<file path="config.mk">
export PLATFORM = sky130hd
export DESIGN_NAME = cpu_debug_responder
export DESIGN_NICKNAME = d
export VERILOG_FILES = /design/src/rtl/cpu_debug_responder.sv
export SDC_FILE = /design/constraint.sdc
export NUM_CORES = 1
export LEC_CHECK = 0
export CAP_MARGIN = 40
export CORE_MARGIN = 2
export CORE_UTILIZATION = 42
export CTS_BUF_LIST = sky130_fd_sc_hd__clkbuf_16
export DETAILED_ROUTE_END_ITERATION = 8
export GPL_TIMING_DRIVEN = 0
export MAX_ROUTING_LAYER = met4
export PLACE_DENSITY = 0.94
export SETUP_SLACK_MARGIN = 0.3
export SLEW_MARGIN = 10
export SYNTH_ARGS = -nofsm -noshare
export SYNTH_HDL_FRONTEND = slang
export SYNTH_SLANG_ARGS = --single-unit
</file>
<file path="constraint.sdc">
create_clock -name clk -period 4.9 [get_ports clk]
set_input_delay 0.98 -clock clk [delete_from_list [all_inputs] [get_ports clk]]
set_output_delay 0.98 -clock clk [all_outputs]
set_load 0.02 [all_outputs]
</file>
<file path="src/rtl/cpu_debug_responder.sv">
`default_nettype none
// ============================================================================
// Module   : cpu_debug_responder
// Purpose  : Debug read responder for a single-cycle CPU. A display-side
//            requester asks for a register-file entry, a data-memory word,
//            the current PC or the current instruction. The responder fetches
//            the value through the CPU debug ports and returns it over a
//            valid/ready response channel.
// Revision : 1.0 - initial release
// ----------------------------------------------------------------------------
// Parameters
//   MEM_LAT     data-memory read latency in clk cycles (1..4)
// Ports
//   clk         clock, all state updates on the rising edge
//   resetn      synchronous active-low reset
//   req_valid   request present            req_ready   request accepted now
//   req_sel     00 RF, 01 MEM, 10 PC, 11 INST
//   req_addr    register index (RF) or byte address (MEM)
//   resp_valid  response present           resp_ready  response accepted
//   resp_data   response data              resp_err    request rejected
//   rf_addr     RF debug read address      rf_data     RF debug read data
//   mem_addr    MEM debug read address     mem_rd_en   MEM debug read strobe
//   mem_data    MEM read data, valid MEM_LAT cycles after the strobe cycle
//   cpu_pc      current PC                 cpu_inst    instruction at cpu_pc
//   cpu_busy    CPU step enable active; blocks new requests
//   txn_count   completed response handshakes (wraps)
// ============================================================================
module cpu_debug_responder #(
  parameter int MEM_LAT = 1
) (
  input  logic        clk,
  input  logic        resetn,
  input  logic        req_valid,
  output logic        req_ready,
  input  logic [1:0]  req_sel,
  input  logic [31:0] req_addr,
  output logic        resp_valid,
  input  logic        resp_ready,
  output logic [31:0] resp_data,
  output logic        resp_err,
  output logic [4:0]  rf_addr,
  input  logic [31:0] rf_data,
  output logic [31:0] mem_addr,
  output logic        mem_rd_en,
  input  logic [31:0] mem_data,
  input  logic [31:0] cpu_pc,
  input  logic [31:0] cpu_inst,
  input  logic        cpu_busy,
  output logic [15:0] txn_count
);

  // Reject an out-of-range latency at elaboration time.
  if (MEM_LAT < 1 || MEM_LAT > 4) begin : g_bad_mem_lat
    $error("cpu_debug_responder: MEM_LAT must be in 1..4");
  end

  localparam logic [1:0] WAIT_LAST = 2'(MEM_LAT - 1);

  typedef enum logic [2:0] {
    IDLE     = 3'd0,
    RF_RD    = 3'd1,
    MEM_RD   = 3'd2,
    MEM_WAIT = 3'd3,
    RESP     = 3'd4
  } state_t;

  state_t     state;
  logic [1:0] wait_cnt;
  logic       accept;
  logic       handshake;

  // Ready is combinational on cpu_busy so a request can be taken in the very
  // cycle the CPU stops stepping. Gating with resetn keeps it low in reset.
  assign req_ready = resetn && (state == IDLE) && !cpu_busy;
  assign accept    = req_valid && req_ready;
  assign handshake = resp_valid && resp_ready;

  // The request fields are latched straight into their consumers: the address
  // into rf_addr / mem_addr (which then drive the debug read ports), PC and
  // instruction into resp_data. The state itself records the selected target.
  always_ff @(posedge clk) begin
    if (!resetn) begin
      state      <= IDLE;
      resp_valid <= 1'b0;
      resp_data  <= 32'd0;
      resp_err   <= 1'b0;
      rf_addr    <= 5'd0;
      mem_addr   <= 32'd0;
      mem_rd_en  <= 1'b0;
      txn_count  <= 16'd0;
      wait_cnt   <= 2'd0;
    end else begin
      // Strobe is only ever high for the single MEM_RD cycle.
      mem_rd_en <= 1'b0;

      if (handshake) begin
        txn_count <= txn_count + 16'd1;
      end

      case (state)
        IDLE: begin
          if (accept) begin
            resp_err  <= 1'b0;
            resp_data <= 32'd0;
            case (req_sel)
              2'b00: begin
                if (|req_addr[31:5]) begin
                  resp_err   <= 1'b1;
                  resp_valid <= 1'b1;
                  state      <= RESP;
                end else begin
                  rf_addr <= req_addr[4:0];
                  state   <= RF_RD;
                end
              end
              2'b01: begin
                if (|req_addr[1:0]) begin
                  resp_err   <= 1'b1;
                  resp_valid <= 1'b1;
                  state      <= RESP;
                end else begin
                  mem_addr  <= req_addr;
                  mem_rd_en <= 1'b1;
                  state     <= MEM_RD;
                end
              end
              2'b10: begin
                resp_data  <= cpu_pc;
                resp_valid <= 1'b1;
                state      <= RESP;
              end
              default: begin
                resp_data  <= cpu_inst;
                resp_valid <= 1'b1;
                state      <= RESP;
              end
            endcase
          end
        end

        // rf_addr was registered at accept; the RF port reads asynchronously.
        RF_RD: begin
          resp_data  <= rf_data;
          resp_valid <= 1'b1;
          state      <= RESP;
        end

        // mem_rd_en is high during this cycle (registered at accept).
        MEM_RD: begin
          wait_cnt <= 2'd0;
          state    <= MEM_WAIT;
        end

        // Data becomes valid in the last of MEM_LAT wait cycles.
        MEM_WAIT: begin
          if (wait_cnt == WAIT_LAST) begin
            wait_cnt   <= 2'd0;
            resp_data  <= mem_data;
            resp_valid <= 1'b1;
            state      <= RESP;
          end else begin
            wait_cnt <= wait_cnt + 2'd1;
          end
        end

        // Hold data/err stable until the display side takes the response.
        RESP: begin
          if (resp_ready) begin
            resp_valid <= 1'b0;
            state      <= IDLE;
          end
        end

        default: begin
          resp_valid <= 1'b0;
          state      <= IDLE;
        end
      endcase
    end
  end

endmodule
`default_nettype wire

</file>
* Word-level counts from Yosys, hierarchy flattened *
Cells that the tools add are included.

storage, ports and cells
  input port bits = 167
  bits in registers = 93
  word-level logic and storage cells = 69
  output and inout port bits = 89

cells by class
  reduce and logical (&&, ||, !) cells = 20
  bitwise logic cells = 3
  equality and inequality tests = 11
  add/sub/neg operators = 2
  mux-type cells = 24

operators with widths
  operator                 count
  $pmux W32 S3             1
  $mux W32                 2
  $pmux W32 S2             1
  $reduce_or A27 Y1        1
  $add A16 B1 Y16 const B  1
  $mux W3                  5
  $pmux W3 S5              1
  $reduce_and A4 Y1        3
  $mux W1                  8
  $eq A3 B2 Y1 const B     2
  $ne A2 B2 Y1 const B     3
  $ne A3 B3 Y1 const B     2
  $pmux W3 S2              1
  $reduce_and A3 Y1        2
  $reduce_and A6 Y1        1
  $pmux W1 S5              1
  $logic_and A1 B1 Y1      4
  $logic_not A2 Y1         2
  $pmux W1 S2              2
  $pmux W2 S2              1
  $reduce_or A2 Y1         2
  $eq A3 B1 Y1 const B     1
  $eq A3 B3 Y1 const B     1
  $logic_not A3 Y1         1
  9 further kinds          11

* Depth between registers and ports, before layout *
  word-level depth = 6
  mapped depth = 7
  mapped depth without buffers = 6

* Worst setup path before layout *
OpenSTA, ideal clock, no wires.

  path type = input to register
  start point = input port req_addr[26]
  end point = register resp_valid
  slack = 2,284 ps
  arrival time = 2,497 ps
  stages = 5
  data required time = 4,781 ps
  path buffers = 0
  setup time = 119 ps
  cells stage by stage = or4_1 -> or3_1 -> or3_4 -> o311a_1 -> o221a_1

between the ends
  cells in the longest elaborated chain, start to end = 3

RTL lines
  element                      RTL line  RTL
  start, declared              36        input logic [31:0] req_addr,
  $reduce_or A27 Y1            107       if (|req_addr[31:5]) begin
  $ne A3 B3 Y1 (no line)       -
  $reduce_and A6 Y1 (no line)  -
  end signal, assigned         109       resp_valid <= 1'b1;
  end signal, assigned         119       resp_valid <= 1'b1;
  end signal, assigned         129       resp_valid <= 1'b1;
  end, declared                37        output logic resp_valid,

Every way passes these cells.
A chain may end at the register's enable or synchronous reset.

* Final worst setup path *
  start point = input port cpu_busy
  end point = output port req_ready

between the ends
  cells in the longest elaborated chain, start to end = 2

RTL lines
  element              RTL line  RTL
  start, declared      48        input logic cpu_busy,
  $logic_not A1 Y1     74        assign req_ready = resetn && (state == IDLE) && !cpu_busy;
  $logic_and A1 B1 Y1  74
  end, declared        34        output logic req_ready,

Every way passes these cells.

==> summary.txt <==
STA
  – Final Slew Violations: 0
  – Hold Vio Cnt, Final: 0
  – RSZ-0062 raised after global routing: no
  – Max Clock Skew: 0.01154 ns
  – Final worst path period share: 0.6819
  – Rel. slew slack: 0.4761
  – PnR worst setup slack: 1.558 ns
  – Final Setup Violations: 0
  – Worst Tran Pin Value: 0.7859 ns
  – Crit path time final: 3.342 ns
  – FMAX: 0.2993 GHz
  – Setup_tns: 0 ns

Pwr
  – Final total power: 0.001861 W
  – Pwr dens: 245.3 nW/um2
  – Peak VDD IR: 0.1569 mV
  – Static Leakage: 3.215 nW

Floorplan
  – Cell Rows: 38
  – Horiz. Die Dim: 108.6 um
  – Core ar.: 10,750 um2
  – Die area: 11,790 um2
  – I/O pin count: 256
  – Die Ht: 108.6 um
  – Starting Density: 0.4276

Clock network
  – Worst skew pair latency: 0.33 ns
  – Clock Pin Slew Worst Setup and Hold Paths: 0.07 ns
  – Total setup buffers inserted after CTS: 0
  – H-tree depth: 3
  – Cts bufs inserted: 9
  – TritonCTS clock tree: done
  – Sink Count: 93
  – Clock root buffer: clkbuf_16
  – Cts-stage hold buffer count: 0
  – Clock buffer depth: 2
  – Post_cts resized: 0

Yosys
  – Mapped Area: 4594 um2
  – Seq cells post-synth: 93
  – Synth cell count leaders: 99 x mux2i_1, 93 x dfxtp_1, 34 x nor2b_1, 32 x o211a_1, 32 x o221ai_1
  – Ys async rst share: 0
  – Count leader, synth: mux2i_1
  – Post-synth top area cell: dfxtp_1
  – Yosys warns: 0
  – Primary FF master, synth: dfxtp_1
  – Post-synth top area share: 0.4052
  – Synth top area cells: dfxtp_1 41%, mux2i_1 22%, o211a_1 7.0%, o221ai_1 6.1%, nor2b_1 4.6%
  – Cell variety after synth: 38
  – Seq/Total Area, Yosys: 0.4052
  – Syn_area_per_cell: 10.10 um2
  – Number of flops mapped to enable cells by yosys: 0
  – Syn_nets: 625
  – Cells after Synth: 455

Worst setup path
  – Setup crit end kind: output pin
  – Worst EP required: 3.92 ns
  – CP peak stage delay: 0.66 ns
  – CP top delay family: buffers and inverters
  – Slowest-stage cell, CP: clkdlybuf4s50_1
  – Crit path kind: in2out
  – Worst Path Arrival: 2.36 ns
  – Crit Path Max Fanout: 3
  – Worst path buffer plus inverter count: 2
  – Most used cell, CP: clkdlybuf4s50_1
  – CP cell instances: clkdlybuf4s50_1, nor3b_2, clkdlybuf4s50_1
  – Critical Path Source Type: input pin

Finish
  – Design area: 7586 um2
  – Layout cell share with drive strength beyond 1: 0.03453
  – Area Growth Syn to Fin: 65.11%
  – Fillcell total: 827
  – Diode count: 0
  – Net count, final: 889

Routing
  – DRT iter0 DRCs: 187
  – Vias per inst: 5.554
  – Final WL: 16.01 mm
  – Drt pass-1 iters: 8
  – DRC Markers: 0
  – Post-DR wirelength/cell: 18.53 um
  – Detail Route Antenna Nets: 0
  – Total vias in the final route: 4,799

GRT
  – Global route hottest layer: met2
  – Remaining Overflow, GRT: 0
  – M2 GR Usage: 0.5031
  – Routing usage on met3: 0.05184
  – Met1 Use GR: 0.2987
  – Initial antenna violation count: 0
  – First-pass GRT wire length: 24.70 mm
  – Vias in the first global route: 4,940
  – Pin count of the biggest net entering global routing: 18
  – GR Util All Layers: 0.2744

Place
  – DP Area: 7302 um2
  – Port Buffer Count: 253
  – Detail Placement HPWL: 12.70 mm
  – Final GP Congestion: 0.8808
  – Placement Setup Slack: 1.549 ns

Status
  – Status: finished, final reports clean

Min path
  – Worst Hold Class: reg2reg

Run
  – Max_cap viols: 0
tightest hold or removal path: cells and delay by family (launching register included):
kind,cells,cell delay [ns]
flops,1,0.32
mux,1,0.05
simple gates,1,0.05
state kept, by name, summed over array words and instances (netlist names):
| name | flops |
|---|---|
| mem_rd_en | 1 |
| resp_err | 1 |
| wait_cnt | 2 |
| rf_addr | 5 |
| mem_addr | 32 |
| txn_count | 16 |
| state | 3 |
| resp_valid | 1 |
| resp_data | 32 |
layout make-up:
type / count / area, um2 / share of cell area
multi-input combinational: 316 / 2554 / 0.3366
timing repair buffer: 253 / 2532 / 0.3338
sequential: 93 / 1862 / 0.2454
clock buffer: 9 / 225.2 / 0.02969
tap: 140 / 175.2 / 0.02309
buffer: 37 / 145.1 / 0.01913
clock inverter: 7 / 58.81 / 0.007752
inverter: 9 / 33.78 / 0.004453
metrics by stage:
step / utilization / hold slack (ns) / instances
after global placement: 0.6796 / 0.4456 / 848
after detailed placement: 0.6796 / 0.4576 / 848
after CTS: 0.7060 / 0.4674 / 864
final: 0.7060 / 0.4680 / 864
after global routing: 0.7060 / 0.4907 / 864
after floorplan: - / 0.4410 / 455
power breakdown:
part / switching, W / total [W] / internal (W)
sequential: 0.0000173 / 0.000801 / 0.000784
combinational: 0.000159 / 0.000382 / 0.000223
clock: 0.000325 / 0.000678 / 0.000353
total: 0.000501 / 0.00186 / 0.00136
cells in the final DEF (no fill, tap or decap), drive strengths merged:
| master | instances |
|---|---|
| nand4b | 1 |
| or4 | 1 |
| xor2 | 8 |
| nor4b | 1 |
| nor3b | 2 |
| inv | 12 |
| nand3 | 10 |
| o221ai | 32 |
| and3 | 4 |
| a21boi | 4 |
| nand2 | 28 |
| dfxtp | 93 |
| xnor2 | 6 |
| or3 | 4 |
| a41oi | 1 |
| o211a | 32 |
| nor4 | 8 |
| a31oi | 2 |
| clkinvlp | 2 |
| and2 | 11 |
| a211oi | 3 |
| o31ai | 2 |
| nor2b | 34 |
| ha | 3 |
| nand4 | 4 |
| mux2i | 99 |
| o221a | 1 |
| clkinv | 2 |
| clkdlybuf4s50 | 253 |
| o21ai | 3 |
| buf | 10 |
| o311a | 1 |
| clkbuf | 36 |
| nor3 | 3 |
| nor2 | 7 |
| nand2b | 1 |
metal layers:
| metal | up-vias | routed length, um |
|---|---|---|
| li1 | 2210 | - |
| met1 | 2334 | 6141 |
| met3 | 26 | 1051 |
| met2 | 229 | 8514 |
| met5 | - | 0 |
| met4 | 0 | 307 |
logic make-up (layout without fill, tap and decap cells):
family / Yosys count / after routing / synth area share
simple gates: 119 / 119 / 0.1462
xor+xnor: 14 / 14 / 0.02669
mux: 99 / 99 / 0.2157
compound gates: 81 / 81 / 0.1590
fa+ha+maj: 3 / 3 / 0.008171
buf+inv: 46 / 315 / 0.03894
flops: 93 / 93 / 0.4052
path summary, 6_finish.rpt:
check	to	slack, ns	startpoint	cells past startpoint
worst min register to register	rf_addr[2]	0.47	rf_addr[2]	2
worst max-delay path	req_ready	1.56	cpu_busy	3
worst min-delay path	rf_addr[2]	0.47	rf_addr[2]	2
worst max register to register	resp_data[18]	2.42	state[2]	7
(Power assumes the default switching activity.)
